<file path="src/rtl/imm_gen_pipe.sv">
// RISC-V immediate generator: decodes format from the opcode, assembles and
// sign-extends the immediate, and registers it behind a valid/ready skid stage.
module imm_gen_pipe #(
   parameter int XLEN  = 64,
   parameter int FMT_W = 3
) (
   input  logic             clk,
   input  logic             rst_n,
   input  logic             in_valid,
   output logic             in_ready,
   input  logic [31:0]      in_instr,
   output logic             out_valid,
   input  logic             out_ready,
   output logic [XLEN-1:0]  out_imm,
   output logic [FMT_W-1:0] out_fmt,
   output logic [31:0]      out_instr
);

   localparam logic [FMT_W-1:0] FMT_NONE = FMT_W'(0);
   localparam logic [FMT_W-1:0] FMT_I    = FMT_W'(1);
   localparam logic [FMT_W-1:0] FMT_S    = FMT_W'(2);
   localparam logic [FMT_W-1:0] FMT_B    = FMT_W'(3);
   localparam logic [FMT_W-1:0] FMT_U    = FMT_W'(4);
   localparam logic [FMT_W-1:0] FMT_J    = FMT_W'(5);

   function automatic logic [FMT_W-1:0] decodeFmt(input logic [6:0] opcode);
      case (opcode)
         7'b0000011, 7'b0010011, 7'b0011011, 7'b1100111: decodeFmt = FMT_I;
         7'b0100011:                                     decodeFmt = FMT_S;
         7'b1100011:                                     decodeFmt = FMT_B;
         7'b0110111, 7'b0010111:                         decodeFmt = FMT_U;
         7'b1101111:                                     decodeFmt = FMT_J;
         default:                                        decodeFmt = FMT_NONE;
      endcase
   endfunction

   function automatic logic signed [XLEN-1:0] signExtend(input logic signed [31:0] imm32);
      signExtend = XLEN'(imm32);
   endfunction

   // Every format is first widened to a signed 32-bit value, then to XLEN.
   function automatic logic signed [XLEN-1:0] assembleImm(input logic [31:0]      ins,
                                                          input logic [FMT_W-1:0] fmt);
      logic signed [31:0] imm32;
      case (fmt)
         FMT_I:   imm32 = {{20{ins[31]}}, ins[31:20]};
         FMT_S:   imm32 = {{20{ins[31]}}, ins[31:25], ins[11:7]};
         FMT_B:   imm32 = {{19{ins[31]}}, ins[31], ins[7], ins[30:25], ins[11:8], 1'b0};
         FMT_U:   imm32 = {ins[31:12], 12'b0};
         FMT_J:   imm32 = {{11{ins[31]}}, ins[31], ins[19:12], ins[20], ins[30:21], 1'b0};
         default: imm32 = '0;
      endcase
      assembleImm = signExtend(imm32);
   endfunction

   // Stage 0: combinational decode of the incoming word
   logic [FMT_W-1:0] fmt_p0;
   logic [XLEN-1:0]  imm_p0;

   assign fmt_p0 = decodeFmt(in_instr[6:0]);
   assign imm_p0 = assembleImm(in_instr, fmt_p0);

   // Stage 1: main output register plus one-entry skid
   logic             mainVld_p1;
   logic [XLEN-1:0]  mainImm_p1;
   logic [FMT_W-1:0] mainFmt_p1;
   logic [31:0]      mainInstr_p1;
   logic             skidVld_p1;
   logic [XLEN-1:0]  skidImm_p1;
   logic [FMT_W-1:0] skidFmt_p1;
   logic [31:0]      skidInstr_p1;

   logic accept;
   logic consume;
   logic loadMain;
   logic loadSkid;

   assign accept   = in_valid && in_ready;
   assign consume  = mainVld_p1 && out_ready;
   assign loadMain = accept && (!mainVld_p1 || consume);
   assign loadSkid = accept && mainVld_p1 && !consume;

   always_ff @(posedge clk or negedge rst_n) begin
      if (!rst_n) begin
         mainVld_p1   <= 1'b0;
         skidVld_p1   <= 1'b0;
         mainImm_p1   <= '0;
         mainFmt_p1   <= '0;
         mainInstr_p1 <= '0;
      end else begin
         if (consume && skidVld_p1) begin
            mainImm_p1   <= skidImm_p1;
            mainFmt_p1   <= skidFmt_p1;
            mainInstr_p1 <= skidInstr_p1;
            mainVld_p1   <= 1'b1;
            skidVld_p1   <= 1'b0;
         end else if (loadMain) begin
            mainImm_p1   <= imm_p0;
            mainFmt_p1   <= fmt_p0;
            mainInstr_p1 <= in_instr;
            mainVld_p1   <= 1'b1;
         end else if (consume) begin
            mainVld_p1   <= 1'b0;
         end
         if (loadSkid) begin
            skidVld_p1 <= 1'b1;
         end
      end
   end

   // Skid payload is only ever read while its valid bit is set.
   always_ff @(posedge clk) begin
      if (loadSkid) begin
         skidImm_p1   <= imm_p0;
         skidFmt_p1   <= fmt_p0;
         skidInstr_p1 <= in_instr;
      end
   end

   assign in_ready  = !skidVld_p1;
   assign out_valid = mainVld_p1;
   assign out_imm   = mainImm_p1;
   assign out_fmt   = mainFmt_p1;
   assign out_instr = mainInstr_p1;

endmodule
</file>
<file path="config.mk">
export PLATFORM = sky130hd
export DESIGN_NAME = imm_gen_pipe
export DESIGN_NICKNAME = d
export VERILOG_FILES = /design/src/rtl/imm_gen_pipe.sv
export SDC_FILE = /design/constraint.sdc
export NUM_CORES = 1
export LEC_CHECK = 0
export ABC_AREA = 1
export BUFFER_PORTS_ARGS = -buffer_cell sky130_fd_sc_hd__buf_4
export CORE_UTILIZATION = 35
export DETAILED_ROUTE_END_ITERATION = 16
export GPL_TIMING_DRIVEN = 0
export HOLD_SLACK_MARGIN = 0.12
export PLACE_DENSITY = 0.56
export SYNTH_ARGS = -nofsm -noshare
export SYNTH_HDL_FRONTEND = slang
export SYNTH_SLANG_ARGS = --single-unit
</file>
<file path="constraint.sdc">
create_clock -name clk -period 5.6 [get_ports clk]
set_input_delay 0.84 -clock clk [delete_from_list [all_inputs] [get_ports clk]]
set_output_delay 0.84 -clock clk [all_outputs]
set_load 0.03 [all_outputs]
</file>
==> flow_metrics.env, run 1 <==
export IMPL_nNetsFinal=812
export IMPL_coreArea_sq_um=17200
export IMPL_root_buffer="clkbuf_16"
export IMPL_cp_max_fo=34
export IMPL_die_area_sq_um=18100
export IMPL_syn_instance_count=619
export IMPL_crit_type="flip-flop to output port"
export IMPL_avgViaCountPerCell=4.89
export IMPL_pre_cts_slack_ps=3220
export IMPL_drtAntennaViolNets=0
export IMPL_die_width_um=134
export IMPL_drv_cap=0
export IMPL_dieHeight_um=134
export IMPL_clkTransAtPathRegs_ps=50
export IMPL_clock_latency_ps=420
export IMPL_cts_tree="yes"
export IMPL_cts_max_path_buffers=2
export IMPL_drv_slew=0
export IMPL_leakage_uw=0.00407
export IMPL_status="finished clean"
export IMPL_design_area_sq_um=8060
export IMPL_synth_warnings=0
export IMPL_postCtsSetupRepairBufs=0
export IMPL_grt_pass1_vias=4987
export IMPL_yosys_top_cells_area="edfxtp_1 33%, dfrtp_1 28%, nand2_1 12%, a22oi_1 8.1%, buf_4 4.5%"
export IMPL_grt_antenna_before_repair=0
export IMPL_first_iter_violations=317
export IMPL_grt_pass1_wl_um=26300
export IMPL_ys_seq_elements=136
export IMPL_final_period_utilization=0.467
export IMPL_grt_max_degree=70
export IMPL_n_fill_cell=1630
export IMPL_drc=0
export IMPL_syn_to_final_growth_pct=31.2
export IMPL_rsz0062_at_grt="no"
export IMPL_synth_area_sq_um=6140
export IMPL_min_period_ps=2610
export IMPL_vias=4955
export IMPL_synth_cell_types=22
export IMPL_ys_seq_area_frac=0.609
export IMPL_synth_nets=655
export IMPL_critPathLaunchType="flip-flop"
export IMPL_end_kind="output port"
export IMPL_synth_largest_area_cell="edfxtp_1"
export IMPL_wl_per_cell_um=16.1
export IMPL_dp_hpwl_um=11900
export IMPL_hold_violations=0
export IMPL_clock_skew_ps=7.12
export IMPL_cts_resized=0
export IMPL_synth_top_area_share=0.328
export IMPL_cts_hold_buf=0
export IMPL_clock_sinks=136
export IMPL_io_pins=137
export IMPL_port_buffers=136
export IMPL_final_util=0.468
export IMPL_hold_class="flip-flop to flip-flop"
export IMPL_gp_congestion=0.854
export IMPL_worst_pin_slew_ps=960
export IMPL_drt_pass1_iter_count=5
export IMPL_drt_wl_total_um=16400
export IMPL_required_ps=4760
export IMPL_rows=48
export IMPL_cp_data_arrival_time_ps=1770
export IMPL_layout_drive_gt1_share=0.308
export IMPL_vdd_drop_max_uv=326
export IMPL_setup_viol=0
export IMPL_grtUsageTotal=0.192
export IMPL_place_area_sq_um=7490
export IMPL_clock_fmax_mhz=383
export IMPL_h_tree_depth=4
export IMPL_diodes=0
export IMPL_setup_ws_ps=2990
export IMPL_pwr_density_cell_nw_per_um2=578
export IMPL_start_util=0.356
export IMPL_overflow=0
export IMPL_synth_avg_cell_area_sq_um=9.92
export IMPL_slew_headroom=0.360
export IMPL_cts_buffers=17
## stage by stage
| stage | setup TNS [ps] | hold WS (ps) | power (uW) | std cells |
|---|---|---|---|---|
| final | 0 | 474 | 4660 | 1014 |
| after global routing | 0 | 498 | 4900 | 1014 |
| after CTS | 0 | 469 | 4710 | 1014 |
| after detailed placement | 0 | 455 | 3620 | 982 |
| after global placement | -27260 | 449 | 3580 | 980 |
| after floorplan | 0 | 429 | 2810 | 619 |
## final timing paths
check                               from  cells after the start  slack, ps            end
max reg2reg                    out_valid                      6       3790  out_instr[13]
min reg2reg                skidFmt_p1[2]                      2        470     out_fmt[2]
min in group asynchronous          rst_n                      1        580   out_instr[4]
max                          out_imm[62]                      2       2990    out_imm[59]
min                        skidFmt_p1[2]                      2        470     out_fmt[2]
max in group asynchronous          rst_n                      1       4400    out_imm[25]
## sequential cells by signal (all words and copies together) (netlist names)
| name | flops |
|---|---|
| out_fmt | 3 |
| out_imm | 32 |
| out_instr | 32 |
| out_valid | 1 |
| skidFmt_p1 | 3 |
| skidImm_p1 | 32 |
| skidInstr_p1 | 32 |
| skidVld_p1 | 1 |
## critical path, stage by stage (launching register included)
cell	delay [ps]
dfrtp_1	970
buf_4	230
buf_4	150
## cell type report
class | count | area (sq um) | share of cell area
Buffer | 66 | 427 | 0.0529
Clock buffer | 24 | 472 | 0.0585
Clock inverter | 8 | 96.3 | 0.0120
Inverter | 25 | 93.8 | 0.0116
Multi-Input combinational cell | 392 | 1890 | 0.235
Sequential cell | 136 | 3740 | 0.464
Tap cell | 225 | 282 | 0.0349
Timing Repair Buffer | 138 | 1060 | 0.132
## power by group
group | total [uW] | internal [uW] | switching, uW
logic | 2060 | 782 | 1270
registers | 1530 | 1340 | 191
clock network | 1080 | 676 | 399
total | 4660 | 2790 | 1860
## synth_stat cells
master / count
nand3_2: 1
nor2_8: 1
inv_2: 3
nand2_2: 13
buf_6: 3
nand3_1: 53
o21ai_1: 2
inv_1: 21
a22oi_1: 66
nor2_1: 42
nor2_4: 4
buf_4: 37
o22ai_1: 1
clkinv_1: 1
o21ai_0: 2
dfrtp_1: 69
clkbuf_1: 12
a21oi_1: 2
nor2_2: 1
edfxtp_1: 67
buf_2: 14
nand2_1: 204
## layout by cell type (no fill, tap or decap), types with 17 or more instances in the layout
cell type	n
clkbuf_1	17
nor2_1	41
nand2_1	204
clkbuf_16	17
dfrtp_1	69
nand3_1	53
edfxtp_1	67
inv_1	21
buf_4	173
a22oi_1	66
## logic make-up (layout without fill, tap and decap cells)
family,after synthesis,after routing,synth area share
compound gates,73,73,0.0866
buf+inv,91,261,0.0847
flops,136,136,0.609
simple gates,319,319,0.220
## metal layers
layer  track usage  routed length, um  part of all wire
met5             0                  0                 0
met4        0.0886                335             0.020
met3        0.0424                926             0.057
met2         0.308               7880              0.48
met1         0.248               7220              0.44
Note: power is estimated with default switching activity, not from simulation.
==> inputs of run 2 (changes only) <==
--- a/config.mk
+++ b/config.mk
@@ -11,7 +11,7 @@
 export DETAILED_ROUTE_END_ITERATION = 16
 export GPL_TIMING_DRIVEN = 0
 export HOLD_SLACK_MARGIN = 0.12
-export PLACE_DENSITY = 0.56
+export PLACE_DENSITY = 0.58
 export SYNTH_ARGS = -nofsm -noshare
 export SYNTH_HDL_FRONTEND = slang
 export SYNTH_SLANG_ARGS = --single-unit
==> constraint.sdc (replaced) <==
create_clock -name clk -period 2.2 [get_ports clk]
set_input_delay 0.33 -clock clk [delete_from_list [all_inputs] [get_ports clk]]
set_output_delay 0.33 -clock clk [all_outputs]
set_load 0.03 [all_outputs]
==> flow_metrics.env, run 2 (synthesis gave the netlist of run 1 again) <==
export IMPL_status="finished clean"
export IMPL_swShare=0.402
export IMPL_drt_wl_total_um=16200
export IMPL_place_area_sq_um=7500
export IMPL_avgViaCountPerCell=4.87
export IMPL_coreArea_sq_um=17200
export IMPL_grtUsageTotal=0.186
export IMPL_critPathLaunchType="flip-flop"
export IMPL_cts_buffers=17
export IMPL_cts_tree="yes"
export IMPL_pwr_share_comb=0.440
export IMPL_slew_headroom=0.380
export IMPL_design_area_sq_um=8270
export IMPL_reg2reg_to="out_instr[16]"
export IMPL_cp_max_fo=10
export IMPL_dp_hpwl_um=11500
export IMPL_wl_per_cell_um=15.7
export IMPL_rows=48
export IMPL_diodes=0
export IMPL_drv_cap=0
export IMPL_hold_class="primary input to flip-flop"
export IMPL_syn_to_final_growth_pct=34.7
export IMPL_layout_drive_gt1_share=0.309
export IMPL_start_util=0.356
export IMPL_drt_pass1_iter_count=6
export IMPL_cts_max_path_buffers=2
export IMPL_seq_power_share=0.327
export IMPL_setup_viol=0
export IMPL_root_buffer="clkbuf_16"
export IMPL_leakage_uw=0.00414
export IMPL_die_area_sq_um=18100
export IMPL_n_fill_cell=1589
export IMPL_gp_congestion=0.811
export IMPL_worst_pin_slew_ps=930
export IMPL_setup_worst_path_start="out_valid"
export IMPL_grt_max_degree=70
export IMPL_cp_data_arrival_time_ps=2180
export IMPL_hold_violations=0
export IMPL_dpl_cell_count=982
export IMPL_setup_tns_ps=0
export IMPL_die_width_um=134
export IMPL_final_period_utilization=0.852
export IMPL_h_tree_depth=4
export IMPL_multi_input_area_sq_um=1890
export IMPL_clock_skew_ps=5.62
export IMPL_min_path_cells=1
export IMPL_holdPathEnd="skidInstr_p1[7]"
export IMPL_pwr_density_cell_nw_per_um2=1440
export IMPL_p_sw_uw=4800
export IMPL_min_period_ps=1880
export IMPL_p_int_uw=7120
export IMPL_final_common_cell="nand2_1"
export IMPL_drv_slew=0
export IMPL_io_pins=137
export IMPL_required_ps=2500
export IMPL_vias=5027
export IMPL_instances_no_fill=1033
export IMPL_grt_antenna_before_repair=0
export IMPL_r2r_cells=6
export IMPL_grt_pass1_vias=4856
export IMPL_overflow=0
export IMPL_fin_hold_ws_ps=136
export IMPL_drtAntennaViolNets=0
export IMPL_port_buffers=136
export IMPL_nNetsFinal=831
export IMPL_drc=0
export IMPL_grt_pass1_wl_um=25500
export IMPL_end_kind="flip-flop"
export IMPL_p_clk_frac=0.233
export IMPL_ff2ff_setup_slack_ps=320
export IMPL_dieHeight_um=134
export IMPL_final_seq_area_sq_um=3740
export IMPL_clock_sinks=136
export IMPL_final_cell_mix="204 x nand2_1, 173 x buf_4, 67 x dfrtp_1, 67 x edfxtp_1, 66 x a22oi_1"
export IMPL_clkTransAtPathRegs_ps=60
export IMPL_vdd_drop_max_uv=776
export IMPL_clock_latency_ps=420
export IMPL_clock_fmax_mhz=533
export IMPL_crit_type="flip-flop to flip-flop"
export IMPL_reg2reg_from="out_valid"
export IMPL_hp_start="in_instr[7]"
export IMPL_first_iter_violations=345
export IMPL_rsz0062_at_grt="no"
-- run 2: cell count changes in the layout (fill, tap and decap cells not counted), sizes merged --
cell	change
clkbuf	-4
clkinvlp	+3
clkinv	+1
dlygate4sd3	+19
-- run 2: timing repair --
action	CTS	global route
hold buffers	19	0
endpoints found under the hold margin	87	0
buffers inserted	0	0
endpoints found under the setup margin	0	32
gates resized for setup	0	1
-- run 2: per-layer routing --
layer	routed length (um)	vias to the layer above	global-route usage
met5	0	-	0
met1	7380	2394	0.244
met3	949	25	0.0420
met2	7600	198	0.303
met4	258	0	0.0624
li1	-	2410	-
-- run 2: power groups by stage --
stage / Clock, uW / Combinational, uW / Sequential [uW]
finish: 2780 / 5240 / 3900
global placement: 0 / 5180 / 3920
floorplan: 0 / 2130 / 5010
CTS: 2820 / 5310 / 3900
global route: 2930 / 5560 / 3980
detailed placement: 0 / 5260 / 3930
-- run 2: worst max-delay path by stage --
| stage | to | slack [ps] | cells past startpoint |
|---|---|---|---|
| final | out_instr[16] | 320 | 6 |
| after global routing | out_instr[12] | 240 | 6 |
| after floorplan | skidFmt_p1[0] | 8 | 4 |
| after detailed placement | out_instr[16] | 260 | 7 |
| after global placement | skidImm_p1[22] | -440 | 4 |
| after CTS | out_imm[40] | 40 | 2 |
-- run 2: worst max-delay path: stages (launching register included) --
cell and delay, ps:
dfrtp_2 410, nand3_1 100, clkinv_1 320, buf_4 310
clkbuf_1 260, a22oi_1 270, nand2_1 80
-- run 2: area by class of cell --
class,instances,share of cell area
flip-flops and latches,136,0.452
clock inverters,12,0.0154
repair buffers,157,0.151
inverters,25,0.0113
multi-input cells,392,0.229
clock buffers,20,0.0552
plain buffers,66,0.0516
well taps,225,0.0340
-- run 2: per-stage QoR --
stage	total power (uW)	util	setup WS, ps
2_1_floorplan	7140	-	8.18
3_3_place_gp	9090	0.433	-440
3_5_place_dp	9190	0.435	264
4_1_cts	12000	0.480	38.3
5_1_grt	12500	0.480	238
6_report	11900	0.480	325
==> inputs of run 3 (changes only) <==
--- a/config.mk
+++ b/config.mk
@@ -12,6 +12,7 @@
 export GPL_TIMING_DRIVEN = 0
 export HOLD_SLACK_MARGIN = 0.12
 export PLACE_DENSITY = 0.58
+export RECOVER_POWER = 100
 export SYNTH_ARGS = -nofsm -noshare
 export SYNTH_HDL_FRONTEND = slang
 export SYNTH_SLANG_ARGS = --single-unit
==> flow_metrics.env, run 3 (synthesis gave the netlist of run 1 again) <==
export IMPL_status="finished clean"
export IMPL_crit_type="flip-flop to flip-flop"
export IMPL_slew_headroom=0.326
export IMPL_required_ps=2510
export IMPL_grt_pass1_vias=4856
export IMPL_clock_fmax_mhz=509
export IMPL_diodes=0
export IMPL_wl_per_cell_um=15.6
export IMPL_worst_pin_slew_ps=1010
export IMPL_instances_no_fill=1033
export IMPL_swShare=0.421
export IMPL_setup_viol=0
export IMPL_hold_violations=0
export IMPL_pwr_density_cell_nw_per_um2=1440
export IMPL_finalPower_uw=11300
export IMPL_drt_wl_total_um=16200
export IMPL_clock_latency_ps=420
export IMPL_drv_cap=0
export IMPL_seq_power_share=0.343
export IMPL_final_period_utilization=0.892
export IMPL_avgViaCountPerCell=4.86
export IMPL_final_seq_area_sq_um=3740
export IMPL_clock_sinks=136
export IMPL_drt_pass1_iter_count=5
export IMPL_grt_max_degree=70
export IMPL_critPathBufInv=3
export IMPL_clkTransAtPathRegs_ps=60
export IMPL_min_period_ps=1960
export IMPL_drc=0
export IMPL_cts_buffers=17
export IMPL_grt_pass1_wl_um=25500
export IMPL_die_width_um=134
export IMPL_vias=5018
export IMPL_grtUsageTotal=0.186
export IMPL_rsz0062_at_grt="no"
export IMPL_hp_start="in_instr[20]"
export IMPL_port_buffers=136
export IMPL_dpl_cell_count=982
export IMPL_first_iter_violations=311
export IMPL_path_cells="inv_1 > nand2_1 > nor2_2 > nor2_4 > buf_4 > clkbuf_2 > nand2_1 > nand2_1"
export IMPL_h_tree_depth=4
export IMPL_io_pins=137
export IMPL_p_int_uw=6530
export IMPL_multi_input_area_sq_um=1870
export IMPL_crit_family="simple AND/OR/NAND/NOR gates"
export IMPL_start_util=0.356
export IMPL_final_cell_mix="208 x nand2_1, 117 x clkbuf_1, 67 x dfrtp_1, 67 x edfxtp_1, 66 x a22oi_1"
export IMPL_layout_drive_gt1_share=0.172
export IMPL_hold_class="primary input to flip-flop"
export IMPL_vdd_drop_max_uv=721
export IMPL_die_area_sq_um=18100
export IMPL_cp_common_cell="nand2_1"
export IMPL_nNetsFinal=831
export IMPL_p_clk_frac=0.246
export IMPL_cp_data_arrival_time_ps=2270
export IMPL_root_buffer="clkbuf_16"
export IMPL_pwr_share_comb=0.411
export IMPL_setup_tns_ps=0
export IMPL_dp_hpwl_um=11500
export IMPL_drv_slew=0
export IMPL_overflow=0
export IMPL_rows=48
export IMPL_clock_skew_ps=7.48
export IMPL_critical_path_max_stage_delay_ps=540
export IMPL_final_common_cell="nand2_1"
export IMPL_drtAntennaViolNets=0
export IMPL_reg2reg_from="skidVld_p1"
export IMPL_syn_to_final_growth_pct=27.6
export IMPL_gp_congestion=0.811
export IMPL_grt_antenna_before_repair=0
export IMPL_leakage_uw=0.00372
export IMPL_crit_slowest_cell="nor2_2"
export IMPL_cp_max_fo=10
export IMPL_critPathLaunchType="flip-flop"
export IMPL_dieHeight_um=134
export IMPL_coreArea_sq_um=17200
export IMPL_setup_worst_path_start="skidVld_p1"
export IMPL_n_fill_cell=1715
export IMPL_p_sw_uw=4760
export IMPL_cts_tree="yes"
export IMPL_cts_max_path_buffers=2
export IMPL_end_kind="flip-flop"
## run 3: power groups by stage
stage,clock network (uW),registers (uW),logic (uW)
floorplan,0,5010,2130
global placement,0,3920,5180
detailed placement,0,3930,5260
CTS,2820,3900,5310
global route,2930,3960,4970
finish,2780,3870,4640
## run 3: repair_timing
item                       in CTS  in global routing
gates resized for setup         0                  1
setup buffers                   0                  0
hold buffers                   19                  0
hold endpoints to repair       87                  0
setup endpoints to repair       0                 32
## run 3: path summary, 6_finish.rpt
| kind | to | slack, ps | cells after the start |
|---|---|---|---|
| hold reg to reg | out_instr[31] | 480 | 2 |
| hold / removal | skidInstr_p1[20] | 260 | 1 |
| setup / recovery | out_instr[11] | 240 | 8 |
| min in group asynchronous | out_instr[3] | 650 | 2 |
| setup reg to reg | out_instr[11] | 240 | 8 |
| max in group asynchronous | out_imm[62] | 840 | 2 |
## run 3: through the flow
stage / worst slack (ps) / area [sq um] / hold slack, ps / utilization
2_1_floorplan: 8.18 / 6150 / 34.4 / -
3_3_place_gp: -440 / 7460 / 462 / 0.433
3_5_place_dp: 264 / 7500 / 455 / 0.435
4_1_cts: 38.3 / 8270 / 120 / 0.480
5_1_grt: 120 / 7840 / 249 / 0.455
6_report: 237 / 7840 / 255 / 0.455
## run 3: per-layer routing
layer	share of wire	vias to the layer above	global-route usage	wire, um
li1	-	2411	-	-
met1	0.45	2404	0.244	7350
met2	0.47	177	0.303	7600
met3	0.058	26	0.0420	940
met4	0.017	0	0.0624	272
met5	0	-	0	0
## run 3: area by class of cell
type,count,share of cell area
plain buffers,66,0.0536
clock buffers,20,0.0583
clock inverters,12,0.0163
inverters,25,0.0120
multi-input cells,392,0.239
flip-flops and latches,136,0.477
well taps,225,0.0359
repair buffers,157,0.108
## run 3: worst reg2reg max path, delay by kind of cell, from the launching register on
| kind | cells | cell delay, ps |
|---|---|---|
| buf+inv | 3 | 520 |
| flops | 1 | 370 |
| simple gates | 5 | 950 |
